**src/rtl/vram_access_arbiter.sv**
```systemverilog
// vram_access_arbiter: shares one single-port VRAM between beam-locked video fetches and a CPU handshake port,
// with a saturating counter of CPU cycles lost to video slots.
module vram_access_arbiter #(
  parameter int AW         = 16,
  parameter int DW         = 8,
  parameter int H_ACTIVE   = 256,
  parameter int V_ACTIVE   = 240,
  parameter int FETCH_LOG2 = 3
) (
  input  logic          clk,
  input  logic          reset,
  input  logic [9:0]    shpos,
  input  logic [9:0]    svpos,
  input  logic [AW-1:0] vid_addr,
  output logic [DW-1:0] vid_data,
  output logic          vid_valid,
  input  logic          cpu_req,
  input  logic          cpu_we,
  input  logic [AW-1:0] cpu_addr,
  input  logic [DW-1:0] cpu_wdata,
  output logic [DW-1:0] cpu_rdata,
  output logic          cpu_ack,
  output logic [AW-1:0] ram_addr,
  output logic          ram_we,
  output logic [DW-1:0] ram_wdata,
  input  logic [DW-1:0] ram_rdata,
  output logic [15:0]   stall_cnt
);
  typedef enum logic {S_IDLE, S_ACK} state_t;
  state_t        r_state, w_next;
  logic          r_vid_pend;
  logic [DW-1:0] r_vid_data;
  logic [AW-1:0] r_ram_addr;
  logic [15:0]   r_stall;
  logic          w_vslot, w_cpu_issue, w_blocked;
  always_comb begin
    w_vslot     = shpos[FETCH_LOG2-1:0] == '0 && shpos < 10'(H_ACTIVE) && svpos < 10'(V_ACTIVE);
    w_cpu_issue = r_state == S_IDLE && cpu_req && !w_vslot && !reset;
    w_blocked   = r_state == S_IDLE && cpu_req && w_vslot;
    w_next      = w_cpu_issue ? S_ACK : S_IDLE;
    ram_we      = w_cpu_issue && cpu_we;
    ram_addr    = w_vslot ? vid_addr : w_cpu_issue ? cpu_addr : r_ram_addr;
    ram_wdata   = cpu_wdata;
    cpu_ack     = r_state == S_ACK && !reset;
    cpu_rdata   = cpu_ack ? ram_rdata : '0;
    vid_valid   = r_vid_pend && !reset;
    vid_data    = vid_valid ? ram_rdata : r_vid_data;
    stall_cnt   = r_stall;
  end
  always_ff @(posedge clk) begin
    if (reset) begin
      r_state    <= S_IDLE;
      r_vid_pend <= 1'b0;
      r_vid_data <= '0;
      r_stall    <= '0;
    end else begin
      r_state    <= w_next;
      r_vid_pend <= w_vslot;
      r_vid_data <= vid_valid ? ram_rdata : r_vid_data;
      r_stall    <= (w_blocked && r_stall != 16'hFFFF) ? r_stall + 16'd1 : r_stall;
    end
  end
  // Idle cycles keep the previous address on the RAM pins to avoid needless toggling.
  always_ff @(posedge clk) r_ram_addr <= ram_addr;
endmodule

```
**config.mk**
```make
export PLATFORM = sky130hd
export DESIGN_NAME = vram_access_arbiter
export DESIGN_NICKNAME = d
export VERILOG_FILES = /design/src/rtl/vram_access_arbiter.sv
export SDC_FILE = /design/constraint.sdc
export NUM_CORES = 1
export LEC_CHECK = 0
export ABC_AREA = 1
export ABC_CLOCK_PERIOD_IN_PS = 1600
export BUFFER_PORTS_ARGS = -buffer_cell sky130_fd_sc_hd__buf_2
export CAP_MARGIN = 20
export CORE_ASPECT_RATIO = 1.1
export CORE_MARGIN = 1
export CORE_UTILIZATION = 40
export CTS_BUF_LIST = sky130_fd_sc_hd__clkbuf_8 sky130_fd_sc_hd__clkbuf_16
export DETAILED_ROUTE_END_ITERATION = 8
export PLACE_DENSITY = 0.77
export SLEW_MARGIN = 20
export SYNTH_ARGS = -nofsm -noshare
export SYNTH_HDL_FRONTEND = slang
export SYNTH_SLANG_ARGS = --single-unit
export TNS_END_PERCENT = 50
```
**constraint.sdc**
```tcl
create_clock -name clk -period 1.6 [get_ports clk]
set_clock_uncertainty 0.1 [all_clocks]
set_input_delay 0.16 -clock clk [delete_from_list [all_inputs] [get_ports clk]]
set_output_delay 0.16 -clock clk [all_outputs]
set_load 0.005 [all_outputs]
```
==> flow_metrics.py, run 1 <==
metrics = {
    "critical_path": {
        "cp_slowest_cell": "dfxtp_2",
        "crit_family": "flip-flops",
        "path_cells": "nor2_4 > nand2_4 > buf_8 > nand2_2 > a31oi_1 > buf_2",
        "crit_path_start_kind": "flop",
        "worstSetupPathType": "flop to output pin",
        "setup.worst_path.end_class": "output pin",
        "arrival_ns": 1.43,
        "critical_path_required_ns": 1.34,
        "cp_slowest_stage_delay_ns": 0.36,
        "worst-path-buf-inv": 2,
        "crit_fanout": 8,
    },
    "route": {
        "dr.pass1.iters": 5,
        "vias": 2621,
        "vias_per_cell": 4.87,
        "drcViolationCount": 0,
        "drtIter0Drc": 111,
        "wire_per_inst_um": 11.9,
        "postRouteAntennaNets": 0,
        "wl_um": 6410,
    },
    "floorplanning": {
        "coreArea_um2": 5430,
        "initial_utilization_pct": 42.1,
        "dieArea_um2": 6020,
        "rows": 28,
        "io_pins": 131,
        "die_w_um": 74.0,
        "die_h_um": 81.2,
    },
    "sta": {
        "report.final.setup_viol": 20,
        "hold_slack_ns": 0.0405,
        "rsz0062_at_grt": "yes",
        "max_freq_mhz": 591,
        "period_share_pct": 106,
        "period_minus_slack_ns": 1.69,
        "setup_ws_ns": -0.0920,
        "drv_slew": 0,
        "max-slew-margin-rel_pct": 81.0,
        "finalSetupTns_ns": -0.907,
        "hold_viol_final": 0,
        "worst_pin_slew_ns": 0.284,
    },
    "grt": {
        "grt_overflow": 0,
        "grt_pass1_wl_um": 10300,
        "antenna_found_initial": 0,
        "grt_pass1_vias": 2415,
        "grt_max_degree": 28,
        "track_usage_pct": 21.9,
    },
    "logic_synthesis": {
        "syn_nets": 401,
        "yosys_register_bits": 42,
        "synth_cell_types": 30,
        "synth_enable_flop_cells": 0,
        "avgSynthCellArea_um2": 6.96,
        "yosys.area.top_type": "dfxtp_1",
        "synth_async_sr_flop_share_pct": 0,
        "postSynthCellCount": 328,
        "yosysMostFrequentCell": "nand2_1",
        "yosys_warnings": 0,
        "synth_common_cells": "nand2_1 (79), nor2_1 (56), dfxtp_1 (42)",
        "seq_area_frac_synth_pct": 36.8,
        "synth_area_um2": 2280,
        "synth.area.top_cells": "dfxtp_1 (37%), nand2_1 (13%), nor2_1 (9.2%)",
        "yosysTopAreaCellShare_pct": 36.8,
        "ys.flop_type": "dfxtp_1",
    },
    "place": {
        "place_area_um2": 3050,
        "port_buffers": 105,
        "post-place-ws_ns": 0.0158,
        "dp_hpwl_um": 4560,
        "gp_congestion": 0.838,
    },
    "cells_and_area": {
        "drive_above_1_share_pct": 46.9,
        "nets": 535,
        "finalInstanceArea_um2": 3390,
        "antenna_cells": 0,
        "seqCellArea_um2": 847,
        "syn_to_final_growth_pct": 48.3,
        "final_util_pct": 62.4,
        "multiInputGateArea_um2": 1320,
        "nFillCells": 494,
    },
    "clock_tree": {
        "worst_skew_pair.late_latency_ns": 0.30,
        "htreeDepth": 2,
        "cts_tree": "yes",
        "clockRootBuffer": "clkbuf_8",
        "cts_buffer_depth": 2,
        "ctsHoldBuffers": 0,
        "path_clk_slew_ns": 0.08,
        "clock_sinks": 42,
        "cts_buffers": 5,
    },
    "run_status": {
        "outcome": "complete, but fails checks",
        "violations": "setup timing",
    },
    "power": {
        "p_sw_mw": 0.577,
        "p_per_area_nw_per_um2": 650,
        "seq_power_share_pct": 52.0,
        "comb_power_share_pct": 17.6,
        "clkPwrFrac_pct": 30.4,
        "p_int_mw": 1.62,
        "peakVddDrop_uv": 484,
        "sw_frac_of_total_pct": 26.3,
        "p_leak_nw": 1.66,
    },
    "min_path": {
        "hold_path.class": "input port to flop",
    },
    "job": {
        "maxCapViolCount": 0,
    },
}
[repair_timing]
item | CTS | global route
setup endpoints to repair | 26 | 40
pin swaps | 15 | 15
resized for setup | 24 | 28
gates cloned | 3 | 1
setup buffers | 2 | 2
[state kept, by name (all words and copies together), names as in the netlist]
signal	flops
r_ram_addr	16
r_vid_data	8
r_vid_pend	1
r_state	1
stall_cnt	16
[cell families after synthesis]
| group | synth area share [%] |
|---|---|
| flip-flops | 36.8 |
| buffers and inverters | 11.8 |
| XOR/XNOR | 2.68 |
| AO/OA/AOI/OAI | 18.2 |
| AND/OR/NAND/NOR | 29.9 |
| adder cells (fa/ha/maj) | 0.548 |
[layout by cell type (no fill, tap or decap), drive strengths merged]
cell type	instances
buf	144
nand2	82
nor2	60
dfxtp	42
inv	36
a21oi	22
o21ai	18
a31oi	16
a211oi	8
nand3	8
nand4	6
clkbuf	5
clkinv	5
xnor2	4
xor2	3
nor3	2
ha	1
clkinvlp	1
[power by group through the flow]
stage / registers [mW] / logic (mW) / clock network [mW]
3_3_place_gp: 1.16 / 0.293 / 0
4_1_cts: 1.14 / 0.346 / 0.689
3_5_place_dp: 1.16 / 0.299 / 0
2_1_floorplan: 1.15 / 0.153 / 0
5_1_grt: 1.15 / 0.423 / 0.733
6_report: 1.14 / 0.386 / 0.669
[worst paths after layout]
| path | slack, ns | endpoint | cells past startpoint | from |
|---|---|---|---|---|
| hold reg to reg | 0.37 | r_vid_data[3]$_SDFF_PP0_ | 2 | r_vid_data[3]$_SDFF_PP0_ |
| setup reg to reg | 0.04 | stall_cnt[1]$_SDFFE_PP0P_ | 9 | stall_cnt[1]$_SDFFE_PP0P_ |
| setup / recovery | -0.09 | ram_addr[2] | 6 | r_state$_SDFF_PP0_ |
| hold / removal | 0.04 | r_ram_addr[0]$_DFF_P_ | 3 | cpu_addr[0] |
[worst min-delay path, stage by stage]
cell and delay, ns:
buf_2 0.09, nand2_1 0.05, a31oi_1 0.09
[area by class of cell]
type                       instances  share of cell area [%]
sequential                        42                    25.0
timing repair buffer             144                    25.8
inverter                          36                    4.14
multi-input combinational        230                    39.1
clock buffer                       5                    2.03
tap                               75                    2.77
clock inverter                     3                   0.517
timing repair inverter             3                   0.628
[layer usage]
layer / GRT usage (%) / share of wire, %
met1: 24.7 / 42
met2: 39.8 / 51
met3: 5.33 / 5.8
met4: 6.73 / 1.5
met5: 0 / 0
[through the flow]
stage | std cells | power, mW
floorplan | 328 | 1.31
detailed placement | 522 | 1.46
global route | 538 | 2.31
CTS | 535 | 2.18
finish | 538 | 2.20
global placement | 522 | 1.45
No activity file was read; power rests on OpenSTA's default activity.
==> inputs of run 2 (changes only) <==
==> constraint.sdc (replaced) <==
create_clock -name clk -period 1.6 [get_ports clk]
set_clock_uncertainty 0.1 [all_clocks]
set_input_delay 0.32 -clock clk [delete_from_list [all_inputs] [get_ports clk]]
set_output_delay 0.32 -clock clk [all_outputs]
set_load 0.005 [all_outputs]
==> run 2 against run 1 <==
Effect of this change: the flow still finishes with violations (setup timing); register-to-register slack better by 0.07 ns; final area is 5.7% higher; highest routed layer unchanged; count of clock-buffer cells in the layout did not move; critical path depth is the same; final cell count increased by 0.93%; non-clock buffer count increased by 6; wire length is 1.9% higher; setup slack got worse by 0.23 ns; sequential cell count unchanged; combinational power increased by 16%; power increased by 12%.
==> flow_metrics.py, run 2 (synthesis gave the netlist of run 1 again) <==
metrics = {
    "cells_and_area": {
        "syn_to_final_growth_pct": 56.7,
        "finalInstanceArea_um2": 3580,
        "final_util_pct": 65.9,
        "layout_common_cells": "buf_2 (105), nand2_1 (52), nor2_1 (41), buf_4 (39), dfxtp_1 (37)",
        "final_common_cell": "buf_2",
        "antenna_cells": 0,
        "nets": 540,
        "drive_above_1_share_pct": 53.2,
    },
    "power": {
        "peakVddDrop_uv": 587,
        "p_int_mw": 1.82,
        "seq_power_share_pct": 46.8,
        "clkPwrFrac_pct": 35.0,
        "p_per_area_nw_per_um2": 687,
        "p_leak_nw": 1.73,
        "sw_frac_of_total_pct": 26.0,
        "comb_power_share_pct": 18.2,
        "p_sw_mw": 0.638,
    },
    "grt": {
        "track_usage_pct": 21.8,
        "grt_pass1_vias": 2390,
        "grt_pass1_wl_um": 10200,
        "grt_max_degree": 23,
        "grt_overflow": 0,
        "antenna_found_initial": 0,
    },
    "run_status": {
        "outcome": "complete, but fails checks",
        "violations": "setup timing",
    },
    "floorplanning": {
        "coreArea_um2": 5430,
        "dieArea_um2": 6020,
        "die_h_um": 81.2,
        "initial_utilization_pct": 42.1,
        "rows": 28,
        "die_w_um": 74.0,
        "io_pins": 131,
    },
    "sta": {
        "setup_ws_ns": -0.325,
        "period_minus_slack_ns": 1.93,
        "drv_slew": 0,
        "hold_viol_final": 0,
        "max_freq_mhz": 519,
        "hold_slack_ns": 0.203,
        "report.final.setup_viol": 26,
        "max-slew-margin-rel_pct": 80.2,
        "period_share_pct": 120,
        "worst_pin_slew_ns": 0.296,
        "rsz0062_at_grt": "yes",
    },
    "critical_path": {
        "crit_fanout": 5,
        "arrival_ns": 1.51,
        "worstSetupPathType": "flop to output pin",
        "crit_path_start_kind": "flop",
        "critical_path_required_ns": 1.18,
        "setup.worst_path.end_class": "output pin",
    },
    "route": {
        "dr.pass1.iters": 4,
        "drcViolationCount": 0,
        "vias": 2663,
        "postRouteAntennaNets": 0,
        "drtIter0Drc": 104,
        "wl_um": 6530,
        "vias_per_cell": 4.90,
        "wire_per_inst_um": 12.0,
    },
    "clock_tree": {
        "clockRootBuffer": "clkbuf_8",
        "cts_buffers": 5,
        "worst_skew_pair.late_latency_ns": 0.30,
        "htreeDepth": 2,
        "cts_buffer_depth": 2,
        "cts_tree": "yes",
        "path_clk_slew_ns": 0.09,
        "clock_sinks": 42,
    },
    "job": {
        "maxCapViolCount": 0,
    },
    "min_path": {
        "hold_path.class": "input port to flop",
    },
    "place": {
        "dp_hpwl_um": 4360,
        "port_buffers": 105,
        "place_area_um2": 3080,
        "gp_congestion": 0.858,
    },
}
-- run 2: per-stage QoR --
stage                     setup WS (ns)  cells  power [mW]  TNS [ns]
after floorplan                 0.00920    328        1.31         0
after global placement           -0.200    528        1.46     -2.44
after detailed placement         -0.219    528        1.46     -2.99
after CTS                        -0.235    541        2.35     -5.44
after global routing             -0.367    543        2.56     -6.82
final                            -0.325    543        2.46     -4.20
-- run 2: final cells by class --
cell class	instances	area, µm²
fill	464	1850
multi-input combinational	230	1430
timing repair buffer	150	915
sequential	42	847
inverter	36	153
tap	75	93.8
clock buffer	5	68.8
clock inverter	3	43.8
timing repair inverter	2	25.0
-- run 2: metal layers --
metal / part of all wire [%] / global-route usage (%) / vias to the layer above
met1: 40 / 24.2 / 1225
met2: 52 / 39.7 / 98
met4: 1.6 / 6.92 / 0
li1: - / - / 1325
met5: 0 / 0 / -
met3: 5.9 / 5.83 / 15
-- run 2: worst paths after layout --
path | slack [ns] | depth (start not counted) | to | startpoint
worst max-delay path | -0.33 | 6 | ram_addr[6] | r_state$_SDFF_PP0_
worst max register to register | 0.11 | 9 | stall_cnt[0]$_SDFFE_PP0P_ | stall_cnt[1]$_SDFFE_PP0P_
worst min-delay path | 0.20 | 3 | r_ram_addr[14]$_DFF_P_ | cpu_addr[14]
worst min register to register | 0.36 | 2 | r_vid_data[3]$_SDFF_PP0_ | r_vid_data[3]$_SDFF_PP0_
-- run 2: power groups by stage --
stage	Sequential [mW]	Clock, mW	Combinational (mW)
after floorplan	1.15	0	0.155
after global placement	1.15	0	0.301
after detailed placement	1.16	0	0.305
after CTS	1.14	0.871	0.343
after global routing	1.16	0.928	0.480
final	1.15	0.860	0.446
-- run 2: repair_timing --
item	in CTS	in global routing
setup endpoints to repair	33	49
setup buffers	3	1
resized for setup	17	76
hold buffers	0	0
gates cloned	2	1
pin swaps	3	15
-- run 2: worst max-delay path, cell delays in order, from the launching register on --
cell and delay [ns]:
dfxtp_2 0.34, nor2_4 0.15, nand2_8 0.14, inv_6 0.10, nand2_1 0.06, a31oi_1 0.25, buf_2 0.17
==> inputs of run 3 (changes only) <==
--- a/config.mk
+++ b/config.mk
@@ -8,13 +8,14 @@
 export ABC_AREA = 1
 export ABC_CLOCK_PERIOD_IN_PS = 1600
 export BUFFER_PORTS_ARGS = -buffer_cell sky130_fd_sc_hd__buf_2
-export CAP_MARGIN = 20
+export CAP_MARGIN = 15
 export CORE_ASPECT_RATIO = 1.1
 export CORE_MARGIN = 1
 export CORE_UTILIZATION = 40
 export CTS_BUF_LIST = sky130_fd_sc_hd__clkbuf_8 sky130_fd_sc_hd__clkbuf_16
 export DETAILED_ROUTE_END_ITERATION = 8
 export PLACE_DENSITY = 0.77
+export REMOVE_ABC_BUFFERS = 1
 export SLEW_MARGIN = 20
 export SYNTH_ARGS = -nofsm -noshare
 export SYNTH_HDL_FRONTEND = slang
==> run 3 against run 2 <==
Effect of this change: the flow still finishes with violations (setup timing); final cell count up 1.1%; setup slack better by 0.059 ns; final area down 2.7%; core utilization down 1.8 points; worst hold slack worse by 0.0017 ns; critical path depth up 1; wire length down 0.17%; die area unchanged; clock power down 18%; count of clock-buffer cells in the layout unchanged; sequential share of layout area up 0.66 points.
==> flow_metrics.py, run 3 (synthesis gave the netlist of run 1 again) <==
metrics = {
    "run_status": {
        "outcome": "complete, but fails checks",
        "violations": "setup timing",
    },
    "sta": {
        "hold_slack_ns": 0.201,
        "rsz0062_at_grt": "yes",
        "setup_ws_ns": -0.266,
        "period_share_pct": 117,
        "worst_pin_slew_ns": 0.244,
        "max-slew-margin-rel_pct": 83.7,
        "max_freq_mhz": 536,
        "finalSetupTns_ns": -4.11,
        "hold_viol_final": 0,
        "report.final.setup_viol": 25,
        "drv_slew": 0,
        "period_minus_slack_ns": 1.87,
    },
    "route": {
        "vias": 2645,
        "vias_per_cell": 4.82,
        "wire_per_inst_um": 11.9,
        "drcViolationCount": 0,
        "wl_um": 6520,
        "postRouteAntennaNets": 0,
        "dr.pass1.iters": 5,
        "drtIter0Drc": 131,
    },
    "critical_path": {
        "r2r_start": "stall_cnt[0]$_SDFFE_PP0P_",
        "worstSetupPathType": "flop to output pin",
        "path_cells": "nor2_4 > nand2_4 > inv_4 > clkbuf_16 > nand2_1 > a31oi_2 > buf_2",
        "cp_slowest_cell": "dfxtp_2",
        "setup.worst_path.end_class": "output pin",
        "arrival_ns": 1.45,
        "crit_end": "ram_addr[8]",
        "reg2reg_to": "stall_cnt[1]$_SDFFE_PP0P_",
        "critical_path_required_ns": 1.18,
        "critPathLaunch": "r_state$_SDFF_PP0_",
        "reg2regPathDepth": 9,
        "crit_path_start_kind": "flop",
        "crit_fanout": 8,
        "cp_slowest_stage_delay_ns": 0.34,
        "regToRegSetupSlack_ns": 0.06,
    },
    "clock_tree": {
        "path_clk_slew_ns": 0.09,
        "htreeDepth": 2,
        "cts_buffer_depth": 2,
        "cts_buffers": 5,
        "clock_sinks": 42,
        "ctsHoldBuffers": 0,
        "cts_tree": "yes",
        "clockRootBuffer": "clkbuf_8",
        "worst_skew_pair.late_latency_ns": 0.30,
    },
    "place": {
        "dp_hpwl_um": 4620,
        "place_area_um2": 3150,
        "port_buffers": 105,
        "gp_congestion": 0.886,
    },
    "floorplanning": {
        "initial_utilization_pct": 42.1,
        "rows": 28,
        "io_pins": 131,
        "coreArea_um2": 5430,
        "die_h_um": 81.2,
        "dieArea_um2": 6020,
        "die_w_um": 74.0,
    },
    "min_path": {
        "hold_path.class": "input port to flop",
    },
    "grt": {
        "grt_pass1_wl_um": 10100,
        "grt_pass1_vias": 2325,
        "grt_overflow": 0,
        "antenna_found_initial": 0,
        "track_usage_pct": 21.5,
        "grt_max_degree": 35,
    },
    "cells_and_area": {
        "antenna_cells": 0,
        "drive_above_1_share_pct": 48.7,
        "finalInstanceArea_um2": 3480,
        "syn_to_final_growth_pct": 52.4,
        "nFillCells": 461,
        "seqCellArea_um2": 847,
        "layout_common_cells": "buf_2 (105), nand2_1 (78), buf_4 (46), nor2_1 (39), dfxtp_1 (37)",
        "nets": 546,
        "final_common_cell": "buf_2",
        "multiInputGateArea_um2": 1330,
    },
    "power": {
        "p_per_area_nw_per_um2": 637,
        "p_leak_nw": 1.71,
        "peakVddDrop_uv": 559,
    },
    "job": {
        "maxCapViolCount": 0,
    },
}
[run 3: what timing repair did]
item | CTS | global route
resized for setup | 16 | 42
buffers inserted | 2 | 2
hold endpoints to repair | 0 | 0
endpoints found under the setup margin | 32 | 43
gates cloned | 0 | 1
pin swaps | 2 | 8
[run 3: final cells by class]
cell class	count	area share [%]
Clock buffer	5	1.98
Clock inverter	3	0.611
Inverter	36	4.03
Multi-Input combinational cell	230	38.1
Sequential cell	42	24.3
Tap cell	75	2.70
Timing Repair Buffer	158	28.3
[run 3: how the worst min path moves through the flow]
stage	start	end	slack, ns	depth (start not counted)
finish	cpu_addr[2]	r_ram_addr[2]$_DFF_P_	0.20	3
detailed placement	r_vid_data[4]$_SDFF_PP0_	r_vid_data[4]$_SDFF_PP0_	0.35	2
global route	cpu_addr[5]	r_ram_addr[5]$_DFF_P_	0.20	3
global placement	r_vid_data[7]$_SDFF_PP0_	r_vid_data[7]$_SDFF_PP0_	0.35	2
floorplan	reset	stall_cnt[10]$_SDFFE_PP0P_	0.28	1
CTS	cpu_addr[3]	r_ram_addr[3]$_DFF_P_	0.19	3
[run 3: worst max-delay path: cells and delay by family, from the launching register on]
| kind | cells | cell delay [ns] |
|---|---|---|
| flops | 1 | 0.34 |
| buf+inv | 3 | 0.36 |
| compound gates | 1 | 0.21 |
| simple gates | 3 | 0.25 |
[run 3: power by group]
part           internal, mW  switching [mW]
registers              1.12          0.0197
logic                 0.195           0.177
clock network         0.307           0.402
total                  1.62           0.599
[run 3: per-layer routing]
layer	global-route usage (%)	vias to the layer above	wire, µm
met4	5.19	0	38
met3	5.71	4	410
met1	26.5	1191	2790
met2	36.8	108	3280
li1	-	1342	-
met5	0	-	0
[run 3: through the flow]
stage | utilization [%] | setup slack, ns | total power, mW | instances
final | 64.1 | -0.266 | 2.22 | 549
after global routing | 64.1 | -0.370 | 2.33 | 549
after CTS | 60.7 | -0.252 | 2.19 | 546
after detailed placement | 58.1 | -0.143 | 1.48 | 536
after global placement | 58.1 | -0.120 | 1.47 | 536
after floorplan | - | -0.204 | 1.28 | 308
